<file path="config.mk">
export PLATFORM = sky130hd
export DESIGN_NAME = decode_stage
export DESIGN_NICKNAME = d
export VERILOG_FILES = /design/src/rtl/decode_stage.sv
export SDC_FILE = /design/constraint.sdc
export NUM_CORES = 1
export LEC_CHECK = 0
export BUFFER_PORTS_ARGS = -buffer_cell sky130_fd_sc_hd__clkbuf_2
export CAP_MARGIN = 15
export CORE_AREA = 3 3 133 135
export DETAILED_ROUTE_END_ITERATION = 6
export DIE_AREA = 0 0 136 138
export PLACE_DENSITY = 0.85
export SKIP_LAST_GASP = 1
export SLEW_MARGIN = 20
export SYNTH_ARGS = -nofsm -noshare
export SYNTH_HDL_FRONTEND = slang
export SYNTH_SLANG_ARGS = --single-unit
</file>
<file path="constraint.sdc">
create_clock -name clk -period 4.8 [get_ports clk]
set_input_delay 0.96 -clock clk [delete_from_list [all_inputs] [get_ports clk]]
set_output_delay 0.96 -clock clk [all_outputs]
set_load 0.02 [all_outputs]
</file>
<file path="src/rtl/decode_stage.sv">
// Decode stage: field extraction, immediate generation, pending-write scoreboard and output register.
// Optional macro DECODE_BYPASS_EN forwards a same-cycle writeback into the operands and hazard check.
module decode_stage #(
  parameter int ARCH_LEN     = 32,
  parameter int REG_FILE_LEN = 32,
  localparam int RW          = $clog2(REG_FILE_LEN)
) (
  input  logic                clk,
  input  logic                rst,
  input  logic                in_valid,
  output logic                in_ready,
  input  logic [ARCH_LEN-1:0] in_pc,
  input  logic [ARCH_LEN-1:0] in_instr,
  output logic [RW-1:0]       src_reg_1,
  output logic [RW-1:0]       src_reg_2,
  input  logic [ARCH_LEN-1:0] src_data_1,
  input  logic [ARCH_LEN-1:0] src_data_2,
  input  logic                wb_valid,
  input  logic [RW-1:0]       wb_dst_reg,
  input  logic [ARCH_LEN-1:0] wb_data,
  input  logic                flush,
  output logic                out_valid,
  input  logic                out_ready,
  output logic [ARCH_LEN-1:0] out_pc,
  output logic [ARCH_LEN-1:0] out_rs1_data,
  output logic [ARCH_LEN-1:0] out_rs2_data,
  output logic [ARCH_LEN-1:0] out_imm,
  output logic [RW-1:0]       out_rd,
  output logic [6:0]          out_opcode,
  output logic [2:0]          out_funct3,
  output logic [6:0]          out_funct7,
  output logic                out_writes_rd
);

  function automatic logic [ARCH_LEN-1:0] gen_imm(input logic [31:0] ins);
    logic [31:0] imm;
    case (ins[6:0])
      7'b0000011, 7'b0010011, 7'b1100111: imm = {{20{ins[31]}}, ins[31:20]};
      7'b0100011: imm = {{20{ins[31]}}, ins[31:25], ins[11:7]};
      7'b1100011: imm = {{19{ins[31]}}, ins[31], ins[7], ins[30:25], ins[11:8], 1'b0};
      7'b0110111, 7'b0010111: imm = {ins[31:12], 12'h000};
      7'b1101111: imm = {{11{ins[31]}}, ins[31], ins[19:12], ins[20], ins[30:21], 1'b0};
      default: imm = 32'h0000_0000;
    endcase
    return ARCH_LEN'($signed(imm));
  endfunction

  function automatic logic gen_writes_rd(input logic [6:0] opcode, input logic [4:0] rd);
    logic wr;
    case (opcode)
      7'b0100011, 7'b1100011: wr = 1'b0;
      default: wr = (rd != 5'd0);
    endcase
    return wr;
  endfunction

  logic [REG_FILE_LEN-1:0] pending;
  logic [REG_FILE_LEN-1:0] pending_nxt;
  logic [RW-1:0]           dec_rd;
  logic                    dec_writes_rd;
  logic [ARCH_LEN-1:0]     dec_imm;
  logic                    rs1_busy;
  logic                    rs2_busy;
  logic                    hazard;
  logic                    accept;
  logic [ARCH_LEN-1:0]     rs1_data;
  logic [ARCH_LEN-1:0]     rs2_data;

  assign src_reg_1     = RW'(in_instr[19:15]);
  assign src_reg_2     = RW'(in_instr[24:20]);
  assign dec_rd        = RW'(in_instr[11:7]);
  assign dec_writes_rd = gen_writes_rd(in_instr[6:0], in_instr[11:7]);
  assign dec_imm       = gen_imm(in_instr[31:0]);

`ifdef DECODE_BYPASS_EN
  // A writeback landing this cycle resolves the source hazard and supplies the operand directly.
  assign rs1_busy = pending[src_reg_1] && !(wb_valid && (wb_dst_reg == src_reg_1));
  assign rs2_busy = pending[src_reg_2] && !(wb_valid && (wb_dst_reg == src_reg_2));
  assign rs1_data = (src_reg_1 == {RW{1'b0}}) ? {ARCH_LEN{1'b0}} :
                    (wb_valid && (wb_dst_reg == src_reg_1)) ? wb_data : src_data_1;
  assign rs2_data = (src_reg_2 == {RW{1'b0}}) ? {ARCH_LEN{1'b0}} :
                    (wb_valid && (wb_dst_reg == src_reg_2)) ? wb_data : src_data_2;
`else
  logic unused_wb_data;
  assign unused_wb_data = ^wb_data;
  assign rs1_busy = pending[src_reg_1];
  assign rs2_busy = pending[src_reg_2];
  assign rs1_data = (src_reg_1 == {RW{1'b0}}) ? {ARCH_LEN{1'b0}} : src_data_1;
  assign rs2_data = (src_reg_2 == {RW{1'b0}}) ? {ARCH_LEN{1'b0}} : src_data_2;
`endif

  assign hazard   = in_valid && (rs1_busy || rs2_busy || pending[dec_rd]);
  assign in_ready = rst && !hazard && (!out_valid || out_ready) && !flush;
  assign accept   = in_valid && in_ready;

  // Scoreboard next state: a new claim beats any clear; register 0 never pends.
  always_comb begin
    pending_nxt = {REG_FILE_LEN{1'b0}};
    for (int i = 1; i < REG_FILE_LEN; i++) begin
      pending_nxt[i] = (accept && dec_writes_rd && (dec_rd == RW'(i))) ||
                       (pending[i] &&
                        !(wb_valid && (wb_dst_reg == RW'(i))) &&
                        !(flush && out_valid && out_writes_rd && (out_rd == RW'(i))));
    end
  end

  // Scoreboard register.
  always_ff @(posedge clk) begin
    if (!rst) begin
      pending <= {REG_FILE_LEN{1'b0}};
    end else begin
      pending <= pending_nxt;
    end
  end

  // Output register: load on accept, drop on consume or flush, otherwise hold.
  always_ff @(posedge clk) begin
    if (!rst) begin
      out_valid     <= 1'b0;
      out_pc        <= {ARCH_LEN{1'b0}};
      out_rs1_data  <= {ARCH_LEN{1'b0}};
      out_rs2_data  <= {ARCH_LEN{1'b0}};
      out_imm       <= {ARCH_LEN{1'b0}};
      out_rd        <= {RW{1'b0}};
      out_opcode    <= 7'd0;
      out_funct3    <= 3'd0;
      out_funct7    <= 7'd0;
      out_writes_rd <= 1'b0;
    end else if (accept) begin
      out_valid     <= 1'b1;
      out_pc        <= in_pc;
      out_rs1_data  <= rs1_data;
      out_rs2_data  <= rs2_data;
      out_imm       <= dec_imm;
      out_rd        <= dec_rd;
      out_opcode    <= in_instr[6:0];
      out_funct3    <= in_instr[14:12];
      out_funct7    <= in_instr[31:25];
      out_writes_rd <= dec_writes_rd;
    end else if (flush || out_ready) begin
      out_valid     <= 1'b0;
    end else begin
      out_valid     <= out_valid;
    end
  end

endmodule

</file>
==> reports/results.txt, run 1 <==
# rows: 47
Peak fanout along the critical path: 5
Post-synth cell types: 52
Gpl congestion: 0.974
Share of the synthesized area in the top cell type: 41.4%
Synth Net Count: 1162
Routed wire length: 26900 um
Kind of critical path: input pin to primary output
Post-CTS Resized: 0
Reg2reg end: pending[23]
Top cells by area, synth: dfxtp_1, mux2i_1, nand2_1
Worst Setup Slack post-DPL: 542 ps
Clk root buf: clkbuf_16
Die Y: 138 um
Slew @ Worst Pin: 1070 ps
Final HPWL DP: 19900 um
Status: completed
Setup tns final: 0 ps
Remaining DRCs: 0
Antenna Nets Post-Route: 0
CTS tree: done
Clk slew on worst S/H paths: 70 ps
Power per standard cell area: 319 nW/um^2
Post-synth EDFFs: 0
Endpoints failing hold: 0
Die Area: 18800 sq um
Most common library cells after synthesis: nand2_1, dfxtp_1, mux2i_1
Vias in the first global route: 7936
Crit path time final: 4290 ps
Maximum level of the CTS H-tree: 4
FF+latch count, synth: 183
Ys async rst share: 0%
Vias per std cell: 5.68
Clock share of power: 41.3%
Leakage: 5.73 nW
Clock skew: 10.5 ps
Filler Cells Inserted: 1341
Num CTS Buffers: 17
Syn Std Cell Area: 8860 sq um
Synth warn: 0
Starting Density: 53.4%
Initial antenna violation count: 0
First-pass GRT wire length: 41900 um
Hold Path Class: flip-flop to flip-flop
Flop pwr share: 45.8%
Net Sw Frac: 27.8%
Area added between synthesis and finish: 23.4%
Largest net degree at the start of global routing: 110
RSZ-0062 raised after global routing: false
Fmax: 233 MHz
Seq/Total Area, Yosys: 41.4%
Worst EP required: 3840 ps
Combinational power share: 12.9%
Slew margin rel.: 28.9%
R2r setup slk: 1510 ps
# hold bufs at CTS: 0
Setup violators final: 0
Cells after synthesis: 991
Crit path arrival time: 3330 ps
Initial DRC Count: 750
Syn_area_per_cell: 8.94 sq um
Postcts setup bufs: 0
Leading area contributor after synthesis: dfxtp_1
Final setup margin: 506 ps
Core area: 16600 sq um
DR WL/cell: 18.3 um
Critical path startpoint category: input pin
ANT cells: 0
Crit path from: in_instr[15]
Final #Nets: 1410
Worst Setup End Kind: primary output
Count leader, synth: nand2_1
Worst setup path endpoint: in_ready
GRT Resource Usage Total: 27.9%
NetSw: 0.968 mW
Detailed Routing Iterations Pass 1: 5
Main synth FF type: dfxtp_1
Share of layout cells above drive strength 1: 30.9%
Max VDD drop: 244 uV
DIE WIDTH: 136 um
Vias: 8357
Max-Cap Viols: 0
Clk sinks: 183
Reg2Reg Depth: 8
P_int: 2.52 mW
Final-report max-slew violation count: 0
Clk buf depth: 2
Worst r2r src: pending[18]
Grt total ovfl: 0
Skew-Pair Late Insertion Delay: 440 ps
IO Port Bufs: 301
Final Cycle Share: 89.5%
# IOs: 334
[placed cells by master, fill, tap and decap left out, types with 2 or more instances in the layout]
| master | Yosys | layout |
|---|---|---|
| a211o_1 | 2 | 2 |
| a21oi_1 | 14 | 14 |
| a221oi_1 | 11 | 11 |
| a22oi_1 | 8 | 8 |
| a31o_2 | 6 | 6 |
| a31oi_1 | 2 | 2 |
| a32oi_1 | 2 | 2 |
| buf_12 | 0 | 3 |
| buf_4 | 21 | 8 |
| bufinv_16 | 0 | 2 |
| clkbuf_16 | 0 | 17 |
| clkbuf_2 | 0 | 300 |
| clkinv_2 | 0 | 2 |
| clkinv_4 | 0 | 2 |
| dfxtp_1 | 183 | 183 |
| inv_1 | 56 | 56 |
| inv_6 | 0 | 5 |
| inv_8 | 0 | 3 |
| mux2_2 | 4 | 4 |
| mux2i_1 | 157 | 157 |
| mux4_2 | 10 | 10 |
| nand2_1 | 275 | 274 |
| nand2b_1 | 11 | 11 |
| nand3_1 | 17 | 17 |
| nor2_1 | 16 | 16 |
| nor2b_1 | 7 | 7 |
| nor3_1 | 14 | 14 |
| nor3b_1 | 3 | 3 |
| o2111ai_1 | 32 | 32 |
| o21ai_0 | 3 | 3 |
| o22ai_1 | 2 | 2 |
| o311a_1 | 2 | 2 |
| o31ai_1 | 8 | 8 |
| o41ai_1 | 13 | 13 |
| o41ai_2 | 10 | 10 |
| or2_2 | 5 | 5 |
| or3_1 | 14 | 14 |
| or4_1 | 3 | 2 |
[registers in the layout (all words and copies together) (netlist names)]
| name | flops |
|---|---|
| out_imm | 32 |
| out_pc | 32 |
| out_rs1_data | 32 |
| out_rs2_data | 32 |
| pending | 31 |
| out_funct7 | 7 |
| out_opcode | 7 |
| out_rd | 5 |
| out_funct3 | 3 |
| out_valid | 1 |
| out_writes_rd | 1 |
[metal layers]
metal / GRT usage [%] / part of all wire, % / wire (um) / vias to the layer above
li1: - / - / - / 3950
met1: 33.7 / 39 / 10400 / 3889
met2: 46.9 / 48 / 12900 / 434
met3: 7.52 / 9.7 / 2600 / 84
met4: 11.4 / 3.8 / 1030 / 0
met5: 0 / 0 / 0 / -
[cell type report]
class	instances	area [sq um]	area share, %
Multi-Input combinational cell	669	4550	41.6
Sequential cell	183	3660	33.5
Timing Repair Buffer	312	1630	14.9
Clock buffer	17	425	3.89
Tap cell	220	275	2.52
Inverter	56	210	1.92
Clock inverter	15	181	1.66
[power groups by stage]
stage	Sequential (mW)	Clock, mW	Combinational [mW]
after detailed placement	1.63	0	0.445
after global placement	1.63	0	0.438
final	1.60	1.44	0.449
after CTS	1.60	1.46	0.448
after floorplan	1.69	0	0.218
after global routing	1.60	1.52	0.486
[worst min path at each step]
stage          cells after the start             start               end
6_report                           2     out_funct7[5]     out_funct7[5]
5_1_grt                            2  out_rs2_data[10]  out_rs2_data[10]
4_1_cts                            2     out_funct7[5]     out_funct7[5]
3_5_place_dp                       2     out_funct7[5]     out_funct7[5]
3_3_place_gp                       2     out_funct7[6]     out_funct7[6]
2_1_floorplan                      2       pending[11]       pending[11]
[through the flow]
| step | power (mW) | instance area (sq um) | hold slack, ps | cells | util [%] |
|---|---|---|---|---|---|
| after global routing | 3.61 | 10900 | 480 | 1472 | 65.9 |
| after global placement | 2.07 | 10300 | 443 | 1440 | 62.3 |
| final | 3.49 | 10900 | 455 | 1472 | 65.9 |
| after detailed placement | 2.08 | 10300 | 450 | 1440 | 62.3 |
| after CTS | 3.51 | 10900 | 459 | 1472 | 65.9 |
| after floorplan | 1.91 | 8860 | 475 | 991 | - |
[logic make-up after synthesis]
logic type | after synthesis | share of synthesized area, %
compound gates | 127 | 12.6
buf+inv | 139 | 7.54
flops | 183 | 41.4
mux | 171 | 20.8
simple gates | 371 | 17.7
[critical path: stages]
cell       delay, ps
clkbuf_2         170
mux4_2           510
or2_1            230
a32oi_1          210
o2111ai_1        150
nor3_1           470
nand2_1          190
a21boi_0         230
clkbuf_2         200
Power figures use the tool's default switching activity.
==> run 2, diff against run 1 <==
--- a/config.mk
+++ b/config.mk
@@ -11,6 +11,7 @@
 export DETAILED_ROUTE_END_ITERATION = 6
 export DIE_AREA = 0 0 136 138
 export PLACE_DENSITY = 0.85
+export RECOVER_POWER = 100
 export SKIP_LAST_GASP = 1
 export SLEW_MARGIN = 20
 export SYNTH_ARGS = -nofsm -noshare
==> run 2 against run 1 <==
  * The run now ends with capacitance limit, slew limit left
  * Die area is the same
  * Core utilization shrank 2.0 points
  * Routed wire length grew 0.76%
  * Clock power is essentially flat
  * Clock skew is essentially flat
  * Via count shrank 0.69%
  * Total power shrank 0.42%
  * Non-clock buffer count is the same
  * Worst hold slack lost 0.60 ps
  * Sequential cell count is the same
  * Sequential power is essentially flat
  * Largest power group unchanged
  * Highest routed layer unchanged
==> reports/results.txt, run 2 (same netlist as run 1, synthesis figures left out) <==
Status: finished, violations left (was completed)
Failing checks: capacitance limit, slew limit
Fmax: 229 MHz (was 233 MHz)
Reg2Reg Depth: 8 (unchanged)
Remaining DRCs: 0 (unchanged)
Kind of critical path: input pin to primary output (unchanged)
CTS tree: done (unchanged)
R2r setup slk: 1010 ps (was 1510 ps)
Leakage: 5.10 nW (was 5.73 nW)
Clk root buf: clkbuf_16 (unchanged)
RSZ-0062 raised after global routing: false (unchanged)
GRT Resource Usage Total: 27.9% (unchanged)
DIE WIDTH: 136 um (unchanged)
Gpl congestion: 0.974 (unchanged)
Worst setup path endpoint: in_ready (unchanged)
Power per standard cell area: 328 nW/um^2 (was 319 nW/um^2)
Grt total ovfl: 0 (unchanged)
Final-report max-slew violation count: 54 (was 0)
Clk slew on worst S/H paths: 70 ps (about the same)
Layout Cells excl Fill: 1472 (unchanged)
Vias: 8299 (was 8357)
Peak fanout along the critical path: 9 (was 5)
Worst Setup Slack post-DPL: 542 ps (unchanged)
Postcts setup bufs: 0 (unchanged)
# IOs: 334 (unchanged)
Vias per std cell: 5.64 (was 5.68)
Final Cycle Share: 90.8% (was 89.5%)
Crit path from: in_instr[21] (was in_instr[15])
Critical path startpoint category: input pin (unchanged)
DR WL/cell: 18.4 um (was 18.3 um)
# hold bufs at CTS: 0 (unchanged)
Num CTS Buffers: 17 (unchanged)
Crit path arrival time: 3400 ps (was 3330 ps)
Clk buf depth: 2 (unchanged)
Setup violators final: 0 (unchanged)
Clock share of power: 41.5% (was 41.3%)
Antenna Nets Post-Route: 0 (unchanged)
Combinational power share: 12.5% (was 12.9%)
Endpoints failing hold: 0 (unchanged)
NetSw: 0.968 mW (about the same)
Final setup margin: 442 ps (was 506 ps)
Die Y: 138 um (unchanged)
Slew margin rel.: -2.85% (was 28.9%)
Post-CTS Resized: 0 (unchanged)
Most frequent cells in the layout: nand2_1, dfxtp_1, clkbuf_1 (was clkbuf_2, nand2_1, dfxtp_1)
Setup tns final: 0 ps (unchanged)
Commonest non-fill, non-tap cell in the layout: nand2_1 (was clkbuf_2)
IO Port Bufs: 301 (unchanged)
Max VDD drop: 244 uV (about the same)
P_int: 2.51 mW (was 2.52 mW)
Worst Setup End Kind: primary output (unchanged)
Maximum level of the CTS H-tree: 4 (unchanged)
ANT cells: 0 (unchanged)
Worst EP required: 3840 ps (about the same)
Core area: 16600 sq um (unchanged)
Slew @ Worst Pin: 1540 ps (was 1070 ps)
Routed wire length: 27100 um (was 26900 um)
Vias in the first global route: 7936 (unchanged)
Initial DRC Count: 764 (was 750)
Clk sinks: 183 (unchanged)
Area added between synthesis and finish: 19.7% (was 23.4%)
Flop pwr share: 46.0% (was 45.8%)
Crit path time final: 4360 ps (was 4290 ps)
Die Area: 18800 sq um (unchanged)
Final #Nets: 1410 (unchanged)
Skew-Pair Late Insertion Delay: 440 ps (about the same)
Reg2reg end: out_imm[22] (was pending[23])
HP Start: out_funct7[5] (unchanged)
Clock skew: 10.4 ps (was 10.5 ps)
Largest net degree at the start of global routing: 110 (unchanged)
Worst r2r src: pending[18] (unchanged)
Detailed Routing Iterations Pass 1: 5 (unchanged)
Initial antenna violation count: 0 (unchanged)
First-pass GRT wire length: 41900 um (unchanged)
Net Sw Frac: 27.9% (was 27.8%)
Filler Cells Inserted: 1475 (was 1341)
Share of layout cells above drive strength 1: 17.2% (was 30.9%)
Starting Density: 53.4% (unchanged)
Cell count after placement: 1440 (unchanged)
Final HPWL DP: 19900 um (unchanged)
# rows: 47 (unchanged)
Hold Path Class: flip-flop to flip-flop (unchanged)
Max-Cap Viols: 1 (was 0)
## run 2: critical path, stage by stage
cell	delay, ps
clkbuf_1	420
mux4_2	570
nand2_1	80
a211o_1	130
o2111ai_1	130
nor3_1	490
nand2_1	190
a21boi_0	240
clkbuf_2	200
## run 2: how the worst min path moves through the flow
stage	slack [ps]	end	depth (start not counted)
finish	450	out_funct7[5]	2
global route	480	out_rs2_data[10]	2
floorplan	480	pending[11]	2
global placement	440	out_funct7[6]	2
CTS	460	out_funct7[5]	2
detailed placement	450	out_funct7[5]	2
## run 2: power groups by stage
| stage | sequential (mW) | clock (mW) | combinational, mW |
|---|---|---|---|
| finish | 1.60 | 1.44 | 0.433 |
| detailed placement | 1.63 | 0 | 0.445 |
| CTS | 1.60 | 1.46 | 0.448 |
| global placement | 1.63 | 0 | 0.438 |
| floorplan | 1.69 | 0 | 0.218 |
| global route | 1.60 | 1.52 | 0.470 |
## run 2: area by class of cell
class | instances | area, sq um | area share [%]
Tap cell | 220 | 275 | 2.60
Timing Repair Buffer | 312 | 1380 | 13.1
Multi-Input combinational cell | 669 | 4460 | 42.1
Clock inverter | 15 | 181 | 1.71
Inverter | 56 | 210 | 1.98
Sequential cell | 183 | 3660 | 34.5
Clock buffer | 17 | 425 | 4.01
## run 2: per-stage QoR
step / total power [mW] / hold slack (ps) / util, % / area [sq um]
floorplan: 1.91 / 475 / - / 8860
detailed placement: 2.08 / 450 / 62.3 / 10300
global placement: 2.07 / 443 / 62.3 / 10300
finish: 3.47 / 455 / 63.9 / 10600
CTS: 3.51 / 459 / 65.9 / 10900
global route: 3.60 / 480 / 63.9 / 10600
## run 2: layer usage
metal	routed length (um)	share of wire, %	track usage, %	up-vias
met5	0	0	0	-
met4	987	3.6	11.4	0
met3	2560	9.4	7.52	78
met2	12900	48	46.9	437
met1	10700	39	33.7	3835
li1	-	-	-	3949
==> run 3, diff against run 2 <==
--- a/config.mk
+++ b/config.mk
@@ -7,10 +7,10 @@
 export LEC_CHECK = 0
 export BUFFER_PORTS_ARGS = -buffer_cell sky130_fd_sc_hd__clkbuf_2
 export CAP_MARGIN = 15
-export CORE_AREA = 3 3 133 135
+export CORE_AREA = 3 3 138 140
 export DETAILED_ROUTE_END_ITERATION = 6
-export DIE_AREA = 0 0 136 138
-export PLACE_DENSITY = 0.85
+export DIE_AREA = 0 0 141 143
+export PLACE_DENSITY = 0.8
 export RECOVER_POWER = 100
 export SKIP_LAST_GASP = 1
 export SLEW_MARGIN = 20
==> constraint.sdc (replaced) <==
create_clock -name clk -period 4.3 [get_ports clk]
set_input_delay 0.86 -clock clk [delete_from_list [all_inputs] [get_ports clk]]
set_output_delay 0.86 -clock clk [all_outputs]
set_load 0.02 [all_outputs]
==> run 3 against run 2 <==
  * The flow now finishes without violations
  * Sequential share of layout area fell by 0.17 points
  * Clock skew rose by 6.0 ps
  * Total power rose by 10%
  * Core utilization fell by 4.6 points
  * First-iteration DRC count fell by 14%
  * Via count fell by 0.37%
  * Design area rose by 0.50%
  * Largest power group unchanged
  * Highest routed layer unchanged
==> reports/results.txt, run 3 (same netlist as run 1, synthesis figures left out) <==
Clk buf depth: 2 (unchanged)
Die Y: 143 um (was 138 um)
Final #Nets: 1413 (was 1410)
DIE WIDTH: 141 um (was 136 um)
Worst r2r src: pending[1] (was pending[18])
Hold Path Class: flip-flop to flip-flop (unchanged)
Initial DRC Count: 659 (was 764)
Largest net degree at the start of global routing: 76 (was 110)
Area added between synthesis and finish: 20.3% (was 19.7%)
Postcts setup bufs: 0 (unchanged)
Worst path max stage delay: 610 ps (was 570 ps)
Layout Cells excl Fill: 1484 (was 1472)
Commonest non-fill, non-tap cell in the layout: nand2_1 (unchanged)
Final instance area: 10700 sq um (was 10600 sq um)
Reg2Reg Depth: 9 (was 8)
Cell count after placement: 1452 (was 1440)
Critical path buffers and inverters: 3 (was 2)
Peak fanout along the critical path: 32 (was 9)
Leakage: 5.11 nW (was 5.10 nW)
Routed wire length: 27000 um (was 27100 um)
Vias in the first global route: 7637 (was 7936)
CTS tree: done (unchanged)
Stages on the worst setup path: 10 (was 9)
IO Port Bufs: 301 (unchanged)
Max-Cap Viols: 0 (was 1)
Multi-input combinational cell area: 4460 sq um (about the same)
Crit path arrival time: 4340 ps (was 3400 ps)
Final Cycle Share: 92.6%
# rows: 49 (was 47)
Vias: 8268 (was 8299)
Setup tns final: 0 ps (unchanged)
Clk slew on worst S/H paths: 70 ps (about the same)
Final HPWL DP: 19900 um (about the same)
GRT Resource Usage Total: 25.3% (was 27.9%)
Antenna Nets Post-Route: 0 (unchanged)
Clk root buf: clkbuf_16 (unchanged)
Initial antenna violation count: 0 (unchanged)
Crit path max-delay family: buffers and inverters (was simple AND/OR/NAND/NOR gates)
Share of layout cells above drive strength 1: 17.3% (was 17.2%)
Most frequent cells in the layout: nand2_1, dfxtp_1, clkbuf_1 (unchanged)
First-pass GRT wire length: 41000 um (was 41900 um)
Crit path from: in_instr[8] (was in_instr[21])
Post-CTS Resized: 0 (unchanged)
Placed Area: 10400 sq um (was 10300 sq um)
Grt total ovfl: 0 (unchanged)
Die Area: 20200 sq um (was 18800 sq um)
Power per standard cell area: 359 nW/um^2 (was 328 nW/um^2)
# IOs: 334 (unchanged)
Crit path time final: 3980 ps
Detailed Routing Iterations Pass 1: 6 (was 5)
ANT cells: 0 (unchanged)
RSZ-0062 raised after global routing: false (unchanged)
Clk sinks: 183 (unchanged)
Worst EP required: 4650 ps (was 3840 ps)
Final-report max-slew violation count: 0 (was 54)
Total power draw: 3.82 mW (was 3.47 mW)
Filler Cells Inserted: 1685 (was 1475)
Maximum level of the CTS H-tree: 4 (unchanged)
Slowest CP cell: nand3_1 (was mux4_2)
DR WL/cell: 18.2 um (was 18.4 um)
Critical-path cell list: clkbuf_2 > nand2b_1 > o221a_2 > o311a_1 > a32o_1 > or3_1 > nand3_1 > buf_12 > clkbuf_4 > mux2i_1 (was clkbuf_1 > mux4_2 > nand2_1 > a211o_1 > o2111ai_1 > nor3_1 > nand2_1 > a21boi_0 > clkbuf_2)
Reg2reg end: out_rs2_data[20] (was out_imm[22])
R2r setup slk: 720 ps (was 1010 ps)
Clock skew: 16.5 ps (was 10.4 ps)
Worst setup path endpoint: out_rs2_data[20] (was in_ready)
Kind of critical path: input pin to flip-flop (was input pin to primary output)
Num CTS Buffers: 17 (unchanged)
Starting Density: 49.3% (was 53.4%)
Remaining DRCs: 0 (unchanged)
Max VDD drop: 277 uV (was 244 uV)
Slew @ Worst Pin: 1100 ps (was 1540 ps)
Core area: 18000 sq um (was 16600 sq um)
Register area: 3660 sq um (unchanged)
Vias per std cell: 5.57 (was 5.64)
Post-layout util: 59.3% (was 63.9%)
Endpoints failing hold: 0 (unchanged)
# hold bufs at CTS: 0 (unchanged)
Skew-Pair Late Insertion Delay: 440 ps (about the same)
Setup violators final: 0 (unchanged)
Slew margin rel.: 26.9% (was -2.85%)
Gpl congestion: 0.924 (was 0.974)
Critical path startpoint category: input pin (unchanged)
Worst Setup End Kind: flip-flop (was primary output)
Fmax: 251 MHz
Status: completed (was finished, violations left)
## run 3: power breakdown
| group | internal [mW] | leakage, nW | switching, mW |
|---|---|---|---|
| sequential | 1.75 | 1.48 | 0.0317 |
| clock | 0.786 | 0.285 | 0.772 |
| combinational | 0.166 | 3.35 | 0.317 |
## run 3: worst register-to-register path, stage by stage (launching register included)
cell and delay (ps):
dfxtp_1 430, mux2i_1 100, o221a_2 270, o311a_1 290, a32o_1 260, or3_1 400
nand3_1 610, buf_12 310, clkbuf_4 550, mux2i_1 290
## run 3: per-layer routing
metal | up-vias | GRT usage [%] | share of wire, %
met5 | - | 0 | 0
met4 | 0 | 9.28 | 2.7
met3 | 58 | 5.43 | 8.8
met2 | 412 | 42.1 | 48
met1 | 3843 | 32.5 | 41
li1 | 3955 | - | -
## run 3: stage by stage
step / setup WS (ps) / hold WS [ps]
floorplan: 617 / 475
global placement: 358 / 443
detailed placement: 337 / 451
CTS: 330 / 461
global route: 175 / 478
finish: 316 / 459
## run 3: worst min path at each step
stage,start,end,slack [ps],cells past startpoint
floorplan,pending[11],pending[11],480,2
global placement,out_rs2_data[25],out_rs2_data[25],440,2
detailed placement,out_rs2_data[30],out_rs2_data[30],450,2
CTS,out_rs2_data[30],out_rs2_data[30],460,2
global route,out_rs2_data[1],out_rs2_data[1],480,2
finish,out_rs2_data[30],out_rs2_data[30],460,2
## run 3: layout make-up
class	instances	share of cell area [%]
clock inverter	15	1.63
multi-input combinational	669	41.8
tap	229	2.69
timing repair buffer	315	13.5
sequential	183	34.4
inverter	56	1.97
clock buffer	17	3.99
